--- src/rtl/recovery_restore_sequencer.sv ---
// Restore sequencer for the TMR recovery register file: on a restore request it copies
// recovery entries START_IDX..NUM_REGS-1 into the core register file while the core is stalled.
module recovery_restore_sequencer #(
    parameter int NUM_REGS  = 32,
    parameter int START_IDX = 1,
    parameter int DATA_W    = 32
) (
    input  logic              clk,
    input  logic              rst_in,
    input  logic              restore_req,
    output logic [31:0]       rec_A,
    input  logic [DATA_W-1:0] rec_RD,
    output logic              rf_WE,
    output logic [4:0]        rf_A,
    output logic [DATA_W-1:0] rf_WD,
    output logic              core_stall,
    output logic              busy,
    output logic              done,
    output logic [5:0]        restore_cnt
);

    localparam logic [5:0] FIRST_IDX = 6'(START_IDX);
    localparam logic [5:0] LAST_IDX  = 6'(NUM_REGS - 1);

    typedef enum logic [1:0] {
        IDLE   = 2'd0,
        READ   = 2'd1,
        WRITE  = 2'd2,
        FINISH = 2'd3
    } state_t;

    state_t              state_q, state_d;
    logic [5:0]          idx_q, idx_d;
    logic [DATA_W-1:0]   data_q, data_d;
    logic [5:0]          cnt_q, cnt_d;
    logic                req_q;
    logic                start_s;

    logic [31:0]         rec_a_q, rec_a_d;
    logic                rf_we_q, rf_we_d;
    logic [4:0]          rf_a_q, rf_a_d;
    logic [DATA_W-1:0]   rf_wd_q, rf_wd_d;
    logic                busy_q, busy_d;
    logic                done_q, done_d;

    assign start_s = restore_req & ~req_q;

    // Next-state logic for the copy walk; start edges are honoured only from IDLE.
    always_comb begin
        state_d = state_q;
        idx_d   = idx_q;
        data_d  = data_q;
        cnt_d   = cnt_q;
        case (state_q)
            IDLE: begin
                if (start_s) begin
                    idx_d   = FIRST_IDX;
                    cnt_d   = 6'd0;
                    state_d = READ;
                end else begin
                    state_d = IDLE;
                end
            end
            READ: begin
                data_d  = rec_RD;
                state_d = WRITE;
            end
            WRITE: begin
                cnt_d = cnt_q + 6'd1;
                if (idx_q == LAST_IDX) begin
                    state_d = FINISH;
                end else begin
                    idx_d   = idx_q + 6'd1;
                    state_d = READ;
                end
            end
            FINISH: begin
                state_d = IDLE;
            end
            default: begin
                state_d = IDLE;
            end
        endcase
    end

    // Output values for the upcoming state, so every port comes straight from a flop.
    always_comb begin
        rec_a_d = 32'd0;
        rf_we_d = 1'b0;
        rf_a_d  = 5'd0;
        rf_wd_d = '0;
        busy_d  = 1'b0;
        done_d  = 1'b0;
        case (state_d)
            IDLE: begin
                busy_d = 1'b0;
            end
            READ: begin
                rec_a_d = 32'(idx_d);
                busy_d  = 1'b1;
            end
            WRITE: begin
                rf_we_d = 1'b1;
                rf_a_d  = idx_d[4:0];
                rf_wd_d = data_d;
                busy_d  = 1'b1;
            end
            FINISH: begin
                done_d = 1'b1;
                busy_d = 1'b1;
            end
            default: begin
                busy_d = 1'b0;
            end
        endcase
    end

    // State, datapath and output registers with synchronous active-low reset.
    always_ff @(posedge clk) begin
        if (!rst_in) begin
            state_q <= IDLE;
            idx_q   <= FIRST_IDX;
            data_q  <= '0;
            cnt_q   <= 6'd0;
            req_q   <= 1'b0;
            rec_a_q <= 32'd0;
            rf_we_q <= 1'b0;
            rf_a_q  <= 5'd0;
            rf_wd_q <= '0;
            busy_q  <= 1'b0;
            done_q  <= 1'b0;
        end else begin
            state_q <= state_d;
            idx_q   <= idx_d;
            data_q  <= data_d;
            cnt_q   <= cnt_d;
            req_q   <= restore_req;
            rec_a_q <= rec_a_d;
            rf_we_q <= rf_we_d;
            rf_a_q  <= rf_a_d;
            rf_wd_q <= rf_wd_d;
            busy_q  <= busy_d;
            done_q  <= done_d;
        end
    end

    assign rec_A       = rec_a_q;
    assign rf_WE       = rf_we_q;
    assign rf_A        = rf_a_q;
    assign rf_WD       = rf_wd_q;
    assign busy        = busy_q;
    assign core_stall  = busy_q;
    assign done        = done_q;
    assign restore_cnt = cnt_q;

endmodule

--- config.mk ---
export PLATFORM = sky130hd
export DESIGN_NAME = recovery_restore_sequencer
export DESIGN_NICKNAME = d
export VERILOG_FILES = /design/src/rtl/recovery_restore_sequencer.sv
export SDC_FILE = /design/constraint.sdc
export NUM_CORES = 1
export LEC_CHECK = 0
export CAP_MARGIN = 20
export CORE_ASPECT_RATIO = 0.75
export CORE_MARGIN = 2
export CORE_UTILIZATION = 35
export CTS_CLUSTER_SIZE = 25
export DETAILED_ROUTE_END_ITERATION = 10
export PLACE_DENSITY = 0.71
export SYNTH_ARGS = -nofsm -noshare
export SYNTH_HDL_FRONTEND = slang
export SYNTH_SLANG_ARGS = --single-unit
--- constraint.sdc ---
create_clock -name clk -period 1.5 [get_ports clk]
set_input_delay 0.45 -clock clk [delete_from_list [all_inputs] [get_ports clk]]
set_output_delay 0.45 -clock clk [all_outputs]
set_load 0.05 [all_outputs]
==> results of run 1 <==
[per-layer routing]
| metal | global-route usage, % | vias up | routed length, um |
|---|---|---|---|
| met5 | 0 | - | 0 |
| met4 | 8.138 | 0 | 119 |
| met3 | 7.179 | 10 | 415 |
| met2 | 27.39 | 84 | 2537 |
| met1 | 19.49 | 838 | 2208 |
| li1 | - | 919 | - |
[critical path, delay by kind of cell, from the launching register on]
kind             cells  cell delay (ns)
AO/OA/AOI/OAI        1             0.20
AND/OR/NAND/NOR      3             0.73
flip-flops           1             0.38
[through the flow]
| step | TNS [ns] | hold WS, ns | power (W) |
|---|---|---|---|
| 3_3_place_gp | -8.192 | 0.5363 | 0.002375 |
| 3_5_place_dp | -8.866 | 0.5402 | 0.002387 |
| 5_1_grt | 0 | 0.5953 | 0.003893 |
| 6_report | 0 | 0.5473 | 0.003746 |
| 4_1_cts | 0 | 0.5497 | 0.003786 |
| 2_1_floorplan | 0 | 0.4601 | 0.002129 |
[cells by family (layout without fill, tap and decap cells)]
family	after synthesis	count (layout)	synth area share [%]
adder cells (fa/ha/maj)	2	2	1.116
flip-flops	61	61	54.46
other	1	26	0.1673
XOR/XNOR	6	6	2.344
AO/OA/AOI/OAI	28	28	8.762
buffers and inverters	44	133	12.33
AND/OR/NAND/NOR	80	80	20.81
[cell usage in the layout (no fill, tap or decap), types with 6 or more instances in the layout]
master	Yosys	layout
clkbuf_8	0	10
buf_4	27	23
buf_12	0	54
clkdlybuf4s50_1	0	33
and3_1	34	34
nor2_1	16	16
conb_1	1	26
dfxtp_2	0	6
o21ai_0	6	6
dfxtp_1	61	55
[what timing repair did]
| item | 4_1_cts | 5_1_grt |
|---|---|---|
| cloned | 0 | 0 |
| pin swaps | 1 | 1 |
| endpoints found under the setup margin | 6 | 7 |
| buffers inserted | 1 | 0 |
| gates resized for setup | 4 | 2 |
[area by class of cell]
type / instances / area share, %
timing repair buffer: 111 / 39.78
multi-input combinational: 142 / 21.66
sequential: 61 / 30.69
inverter: 6 / 0.5625
clock buffer: 11 / 3.531
clock inverter: 5 / 1.250
tap: 81 / 2.531
[how the worst max path moves through the flow]
stage | from | endpoint | cells past startpoint
2_1_floorplan | idx_q[0] | idx_q[1] | 6
3_3_place_gp | restore_req | restore_cnt[5] | 5
3_5_place_dp | restore_req | idx_q[5] | 5
4_1_cts | state_q[1] | idx_q[5] | 4
5_1_grt | state_q[1] | idx_q[2] | 3
6_report | state_q[1] | idx_q[5] | 4
[state kept, by name (all words and copies together) (netlist names)]
register / flops
restore_cnt: 6
idx_q: 6
rec_A: 6
rf_A: 5
req_q: 1
busy: 1
rf_WE: 1
done: 1
state_q: 2
rf_WD: 32
[power groups by stage]
| stage | combinational [W] | clock [W] | sequential (W) |
|---|---|---|---|
| floorplan | 0.000305 | 0 | 0.00182 |
| global placement | 0.000645 | 0 | 0.00173 |
| detailed placement | 0.000654 | 0 | 0.00173 |
| CTS | 0.000659 | 0.00143 | 0.00170 |
| global route | 0.000691 | 0.00150 | 0.00170 |
| finish | 0.000658 | 0.00139 | 0.00170 |
==> results.json, run 1 <==
{
  "io_pins": 114,
  "max-vdd-ir-drop_mv": 0.5648,
  "synth.top_cell.area_share_pct": 54.46,
  "cp_data_arrival_time_ns": 1.65,
  "rows": 25,
  "cts_buffers": 9,
  "timing.rr.start": "state_q[1]",
  "drtIter0Drc": 62,
  "die_w_um": 96.42,
  "antenna_cells": 0,
  "yosys.area.top_type": "dfxtp_1",
  "die_h_um": 73.32,
  "synth_enable_flop_cells": 0,
  "p_sw_share_pct": 26.89,
  "initial_core_util_pct": 35.84,
  "synth_area_leaders": "dfxtp_1 54%, and3_1 9.5%, buf_4 9.0%, nor2_1 2.7%, nor2b_1 1.4%",
  "core_sq_um": 6256,
  "wl_mm": 5.279,
  "synth-async-reset-ratio_pct": 0,
  "path_class": "flip-flop to flip-flop",
  "io_buffers": 87,
  "r2r_cells": 4,
  "maxCapViolCount": 0,
  "start_kind": "flip-flop",
  "outcome": "finished, final reports clean",
  "syn-instance-count": 222,
  "rsz0062_at_grt": "false",
  "antenna_left": 0,
  "cts-root-buf": "clkbuf_8",
  "hold_viol": 0,
  "crit_slowest_cell": "or4b_4",
  "grt_usage_pct": 16.97,
  "hp-class": "flip-flop to flip-flop",
  "hold_depth": 2,
  "slowest_delay_ns": 0.57,
  "clk_pin_slew_ns": 0.07,
  "grt_pass1_vias": 1837,
  "multi_input_area_sq_um": 867.1,
  "crit-reg2reg-capture": "idx_q[5]",
  "crit_required_ns": 1.73,
  "leakage_nw": 1.773,
  "grt_start_max_net_pins": 25,
  "synthTopCellsByCount": "61 x dfxtp_1, 34 x and3_1, 27 x buf_4, 16 x nor2_1, 8 x clkbuf_1",
  "finClkSkew_ns": 0.006273,
  "place_hpwl_mm": 4.149,
  "vias": 1851,
  "die-area_sq_um": 7069,
  "dp_slack_ns": -0.4671,
  "hp-start": "restore_cnt[4]",
  "path_max_fanout": 7,
  "gp_congestion": 0.8147,
  "setup_violations": 0,
  "seq_power_share_pct": 45.3,
  "yosysSeqAreaShare_pct": 54.46,
  "fin_area_sq_um": 4004,
  "gr-total-overflow": 0,
  "clk_latency_ns": 0.33,
  "htree_levels": 3,
  "drive_above_1_share_pct": 32.74,
  "dp.cells": 400,
  "num-nets-final": 368,
  "numClockSinks": 61,
  "synth_most_common_cell": "dfxtp_1",
  "cts_tree": "yes",
  "grt_pass1_wl_mm": 8.797,
  "viasPerCell": 4.439,
  "setup_slack_ns": 0.08119,
  "post-route-util_pct": 64.00,
  "period_share_pct": 94.59,
  "switchingPower_w": 0.001007,
  "r2r_slack_ns": 0.08,
  "synthDistinctLibCells": 43,
  "postCtsHoldBufs": 0,
  "place_area_sq_um": 3789,
  "drt-wirelength-per-cell_um": 12.66,
  "maxSlewViolCount": 0,
  "drtPass1Iterations": 4,
  "ys_ff_latch": 61,
  "crit_path_cell_trace": "or4b_4 -> nand2_4 -> nor3_1 -> a41o_1",
  "cp-end-kind": "flip-flop",
  "ctsLongestPathBuffers": 2,
  "p_int_w": 0.002739,
  "ys.flop_type": "dfxtp_1",
  "ff_latch_area_sq_um": 1229,
  "n_fill_cell": 506,
  "powerDensity_nw_per_um2": 935.6,
  "whs_endpoint": "restore_cnt[4]",
  "fmax_mhz": 704.8,
  "grt_antenna_before_repair": 0,
  "syn_area_sq_um": 2242,
  "final.min_clock_period_ns": 1.419,
  "syn_avg_cell_area_sq_um": 10.10,
  "pwr-share-clk_pct": 37.2,
  "finalNonFillerCells": 417,
  "ys_warn_count": 0,
  "comb_power_share_pct": 17.6,
  "areaGrowthSynthToFinish_pct": 78.57,
  "drc": 0
}
No activity file was read; power rests on OpenSTA's default activity.
==> inputs of run 2 (changes only) <==
--- a/config.mk
+++ b/config.mk
@@ -5,13 +5,14 @@
 export SDC_FILE = /design/constraint.sdc
 export NUM_CORES = 1
 export LEC_CHECK = 0
+export ABC_AREA = 1
 export CAP_MARGIN = 20
 export CORE_ASPECT_RATIO = 0.75
 export CORE_MARGIN = 2
-export CORE_UTILIZATION = 35
+export CORE_UTILIZATION = 36
 export CTS_CLUSTER_SIZE = 25
 export DETAILED_ROUTE_END_ITERATION = 10
-export PLACE_DENSITY = 0.71
+export PLACE_DENSITY = 0.7
 export SYNTH_ARGS = -nofsm -noshare
 export SYNTH_HDL_FRONTEND = slang
 export SYNTH_SLANG_ARGS = --single-unit
==> run 2 against run 1 <==
Worst hold slack got worse by 0.0074 ns. Synthesized cell count increased by 27%. Sequential power is essentially flat.
==> results.json, run 2 <==
{
  "maxCapViolCount": 0,
  "initial_core_util_pct": 38.03,
  "final.min_clock_period_ns": 1.442,
  "ys_warn_count": 0,
  "hp-class": "flip-flop to flip-flop",
  "drive_above_1_share_pct": 29.72,
  "gp_congestion": 0.8840,
  "grt_pass1_wl_mm": 8.990,
  "synth_area_leaders": "dfxtp_1 50%, nor2_4 9.7%, buf_4 8.6%, inv_1 8.2%, nand2_1 6.0%",
  "cp_top_family": "flip-flops",
  "power.total_w": 0.003830,
  "synth.top_cell.area_share_pct": 50.08,
  "cp_data_arrival_time_ns": 0.99,
  "synthTopCellsByCount": "61 x dfxtp_1, 53 x inv_1, 39 x nand2_1, 28 x buf_4, 21 x nor2_4",
  "crit_required_ns": 1.05,
  "io_buffers": 87,
  "r2r_slack_ns": 0.11,
  "grt_start_max_net_pins": 14,
  "grt_usage_pct": 15.75,
  "rsz0062_at_grt": "false",
  "ys.flop_type": "dfxtp_1",
  "synthDistinctLibCells": 19,
  "path_class": "flip-flop to output pin",
  "outcome": "finished, final reports clean",
  "drtPass1Iterations": 4,
  "synth_most_common_cell": "dfxtp_1",
  "yosys.area.top_type": "dfxtp_1",
  "hold_slack_ns": 0.5398,
  "fmax_mhz": 693.7,
  "vias": 1940,
  "drt-wirelength-per-cell_um": 12.19,
  "drtIter0Drc": 114,
  "rows": 25,
  "critPathBufInv": 1,
  "clk_pin_slew_ns": 0.06,
  "period_share_pct": 96.11,
  "place_hpwl_mm": 4.573,
  "start_kind": "flip-flop",
  "htree_levels": 3,
  "yosysSeqAreaShare_pct": 50.08,
  "drc": 0,
  "syn_area_sq_um": 2439,
  "setup_violations": 0,
  "powerDensity_nw_per_um2": 928.4,
  "grt_antenna_before_repair": 0,
  "wl_mm": 5.704,
  "areaGrowthSynthToFinish_pct": 69.16,
  "gr-total-overflow": 0,
  "cp-end-kind": "output pin",
  "cts_setup_buffers": 0,
  "cts_buffers": 9,
  "layout_commonest_cell": "dfxtp_1",
  "finClkSkew_ns": 0.007240,
  "cts-root-buf": "clkbuf_8",
  "dp_slack_ns": -0.2116,
  "die_h_um": 75.28,
  "io_pins": 114,
  "viasPerCell": 4.145,
  "grt_pass1_vias": 1877,
  "setup_slack_ns": 0.05837,
  "antenna_left": 0,
  "largest_register_ffs": 32,
  "synth-async-reset-ratio_pct": 0,
  "die_w_um": 99.04,
  "ctsLongestPathBuffers": 2,
  "ys_ff_latch": 61,
  "num-nets-final": 421,
  "leakage_nw": 1.830,
  "most-common-layout-cells": "59 x dfxtp_1, 56 x buf_12, 53 x inv_1",
  "path_max_fanout": 6,
  "core_sq_um": 6412,
  "die-area_sq_um": 7455,
  "maxSlewViolCount": 0,
  "clk_latency_ns": 0.32,
  "antenna_cells": 0,
  "slowest_delay_ns": 0.50,
  "fin_area_sq_um": 4125,
  "syn-instance-count": 282,
  "place_area_sq_um": 3914,
  "n_fill_cell": 491,
  "syn_avg_cell_area_sq_um": 8.647,
  "hold_viol": 0,
  "max-vdd-ir-drop_mv": 0.5355,
  "cts_tree": "yes",
  "synth_enable_flop_cells": 0,
  "crit_path_cell_trace": "buf_12",
  "numClockSinks": 61,
  "crit_slowest_cell": "dfxtp_1"
}
==> run 2: cell types whose count changed after synthesis, moves of 4 or more <==
cell      previous run  this run
inv_1                5        53
and3_1              34         0
nand2_1              5        39
nor2_4               1        21
a21oi_1              6        18
nand3_1              4        15
nor2_2               0         7
clkbuf_1             8         2
nor2b_1              5         0
and2_1               4         0
==> run 2: area by class of cell <==
| cell class | count | area, sq um | area share, % |
|---|---|---|---|
| clock buffers | 13 | 168.9 | 4.095 |
| multi-input cells | 157 | 853.3 | 20.69 |
| flip-flops and latches | 61 | 1224 | 29.66 |
| inverters | 55 | 211.5 | 5.126 |
| well taps | 81 | 101.3 | 2.457 |
| repair buffers | 100 | 1536 | 37.25 |
| clock inverters | 1 | 30.03 | 0.7279 |
==> run 2: report_power, final <==
| part | switching (W) | leakage [nW] | internal, W |
|---|---|---|---|
| logic | 0.000411 | 1.23 | 0.000270 |
| registers | 0.0000344 | 0.495 | 0.00166 |
| clock network | 0.000567 | 0.102 | 0.000887 |
==> run 2: repair_timing <==
action | CTS | global route
gates resized for setup | 0 | 5
hold buffers | 0 | 0
setup endpoints to repair | 0 | 13
==> run 2: path summary, 6_finish.rpt <==
check                   end           start  cells after the start
max          restore_cnt[2]  restore_cnt[2]                      1
min          restore_cnt[5]  restore_cnt[5]                      2
max reg2reg        idx_q[3]        idx_q[0]                      7
min reg2reg  restore_cnt[5]  restore_cnt[5]                      2
==> run 2: cell families (layout without fill, tap and decap cells) <==
| family | Yosys count | in the layout | share of synthesized area [%] |
|---|---|---|---|
| other | 1 | 26 | 0.1538 |
| buffers and inverters | 89 | 169 | 19.19 |
| adder cells (fa/ha/maj) | 2 | 2 | 1.026 |
| XOR/XNOR | 1 | 1 | 0.3592 |
| AO/OA/AOI/OAI | 24 | 24 | 4.926 |
| flip-flops | 61 | 61 | 50.08 |
| AND/OR/NAND/NOR | 104 | 104 | 24.27 |
==> run 2: routing by layer <==
metal	share of wire (%)	vias to the layer above	GRT usage, %
li1	-	986	-
met1	42	875	19.55
met3	5.5	8	4.643
met4	2.0	0	7.002
met5	0	-	0
met2	50	71	25.90
==> run 2: through the flow <==
step           utilization (%)  instances  setup TNS [ns]
4_1_cts                  64.14        468               0
2_1_floorplan                -        307               0
3_3_place_gp             61.03        454          -4.886
6_report                 64.33        468               0
3_5_place_dp             61.03        454          -5.990
5_1_grt                  64.33        468               0
==> inputs of run 3 (changes only) <==
--- a/config.mk
+++ b/config.mk
@@ -7,12 +7,11 @@
 export LEC_CHECK = 0
 export ABC_AREA = 1
 export CAP_MARGIN = 20
-export CORE_ASPECT_RATIO = 0.75
 export CORE_MARGIN = 2
-export CORE_UTILIZATION = 36
+export CORE_UTILIZATION = 43
 export CTS_CLUSTER_SIZE = 25
 export DETAILED_ROUTE_END_ITERATION = 10
-export PLACE_DENSITY = 0.7
+export PLACE_DENSITY = 0.79
 export SYNTH_ARGS = -nofsm -noshare
 export SYNTH_HDL_FRONTEND = slang
 export SYNTH_SLANG_ARGS = --single-unit
==> constraint.sdc (replaced) <==
create_clock -name clk -period 1.8 [get_ports clk]
set_input_delay 0.54 -clock clk [delete_from_list [all_inputs] [get_ports clk]]
set_output_delay 0.54 -clock clk [all_outputs]
set_load 0.05 [all_outputs]
==> run 3 against run 2 <==
Via count shrank 2.7%. Clock skew grew 0.0010 ns. Sequential power shrank 17%. Clock power shrank 21%. Worst hold slack lost 0.0058 ns. Wire length shrank 20%. Global-route usage shrank 0.79 points. Final area shrank 16%. Largest cell class is now sequential cells.
==> results.json, run 3 (synthesized netlist as in run 2, its figures left out) <==
{
  "outcome": "finished, final reports clean",
  "cp-end-kind": "output pin",
  "drtIter0Drc": 104,
  "gr-total-overflow": 0,
  "io_pins": 114,
  "maxSlewViolCount": 0,
  "hold_slack_ns": 0.5341,
  "crit_path_cell_trace": "buf_12",
  "finClkSkew_ns": 0.008273,
  "n_fill_cell": 474,
  "powerDensity_nw_per_um2": 875.2,
  "hp-class": "flip-flop to flip-flop",
  "initial_core_util_pct": 44.29,
  "path_max_fanout": 7,
  "slowest_delay_ns": 0.49,
  "post-route-util_pct": 62.62,
  "drt-wirelength-per-cell_um": 10.05,
  "num-nets-final": 416,
  "areaGrowthSynthToFinish_pct": 41.41,
  "gp_congestion": 0.8789,
  "whs_endpoint": "rec_A[5]",
  "rows": 27,
  "largest_register_ffs": 32,
  "start_kind": "flip-flop",
  "io_buffers": 87,
  "p_sw_share_pct": 27.94,
  "dp.cells": 440,
  "layout_commonest_cell": "dfxtp_1",
  "switchingPower_w": 0.0008431,
  "cts_setup_buffers": 0,
  "clk_latency_ns": 0.32,
  "maxCapViolCount": 0,
  "antenna_left": 0,
  "core_sq_um": 5507,
  "timing.rr.start": "idx_q[0]",
  "cts_buffers": 9,
  "vias": 1888,
  "power.total_w": 0.003018,
  "hp-start": "idx_q[5]",
  "fmax_mhz": 658.0,
  "grt_usage_pct": 14.96,
  "ctsLongestPathBuffers": 2,
  "comb_power_share_pct": 15.9,
  "max-vdd-ir-drop_mv": 0.6199,
  "viasPerCell": 4.140,
  "drtPass1Iterations": 4,
  "postCtsHoldBufs": 0,
  "hold_viol": 0,
  "die_h_um": 79.31,
  "setup_violations": 0,
  "rsz0062_at_grt": "false",
  "cp_top_family": "flip-flops",
  "pwr-share-clk_pct": 37.8,
  "place_hpwl_mm": 3.634,
  "die-area_sq_um": 6289,
  "finalNonFillerCells": 456,
  "period_share_pct": 84.43,
  "path_class": "flip-flop to output pin",
  "grt_antenna_before_repair": 0,
  "die_w_um": 79.31,
  "crit-reg2reg-capture": "rec_A[4]",
  "seq_power_share_pct": 46.3,
  "grt_pass1_vias": 1719,
  "final.min_clock_period_ns": 1.520,
  "cts_tree": "yes",
  "cts_resized": 0,
  "grt_start_max_net_pins": 25,
  "drc": 0,
  "r2r_cells": 6,
  "hold_depth": 2,
  "grt_pass1_wl_mm": 7.286,
  "r2r_slack_ns": 0.29,
  "cp_data_arrival_time_ns": 0.98,
  "crit_slowest_cell": "dfxtp_1",
  "cts-root-buf": "clkbuf_8",
  "critPathBufInv": 1,
  "most-common-layout-cells": "61 x dfxtp_1, 54 x buf_4, 53 x inv_1",
  "antenna_cells": 0,
  "drive_above_1_share_pct": 28.13,
  "p_int_w": 0.002175,
  "htree_levels": 3,
  "numClockSinks": 61,
  "wl_mm": 4.581,
  "leakage_nw": 1.659,
  "clk_pin_slew_ns": 0.07,
  "crit_required_ns": 1.26
}
run 3: cell types whose count changed in the layout (fill, tap and decap cells not counted), sizes merged:
cell | before | now
buf | 66 | 61
bufinv | 1 | 0
clkinv | 0 | 2
clkinvlp | 0 | 1
run 3: area by class of cell:
type | count | area (sq um) | share of cell area (%)
inverter | 55 | 211.5 | 6.132
tap | 72 | 90.09 | 2.612
sequential | 61 | 1221 | 35.41
timing repair buffer | 95 | 885.9 | 25.69
multi-input combinational | 157 | 843.3 | 24.46
clock buffer | 13 | 178.9 | 5.189
clock inverter | 3 | 17.52 | 0.5080
run 3: power by group through the flow:
stage	combinational, W	clock [W]	sequential [W]
after floorplan	0.000284	0	0.00152
after global placement	0.000477	0	0.00143
after detailed placement	0.000483	0	0.00143
after CTS	0.000483	0.00117	0.00140
after global routing	0.000508	0.00123	0.00140
final	0.000480	0.00114	0.00140
run 3: worst max path at each step:
stage | startpoint | endpoint | cells after the start
final | restore_cnt[0] | restore_cnt[0] | 1
after global routing | idx_q[0] | rec_A[4] | 6
after global placement | restore_req | rec_A[1] | 7
after CTS | restore_cnt[0] | restore_cnt[0] | 1
after detailed placement | restore_req | rec_A[4] | 7
after floorplan | restore_cnt[0] | restore_cnt[4] | 5
run 3: stage by stage:
stage	setup TNS, ns	setup WS, ns	instance area [sq um]
after floorplan	0	0.3545	2532
after global placement	0	0.04171	3252
after detailed placement	-0.05011	-0.04476	3252
after CTS	0	0.2613	3448
after global routing	0	0.1538	3448
final	0	0.2802	3448
run 3: per-layer routing:
metal / wire (um) / track usage, % / part of all wire [%] / vias to the layer above
li1: - / - / - / 975
met1: 1758 / 15.78 / 38 / 838
met2: 2321 / 25.42 / 51 / 70
met3: 458 / 6.932 / 10 / 5
met4: 42 / 6.724 / 0.92 / 0
met5: 0 / 0 / 0 / -
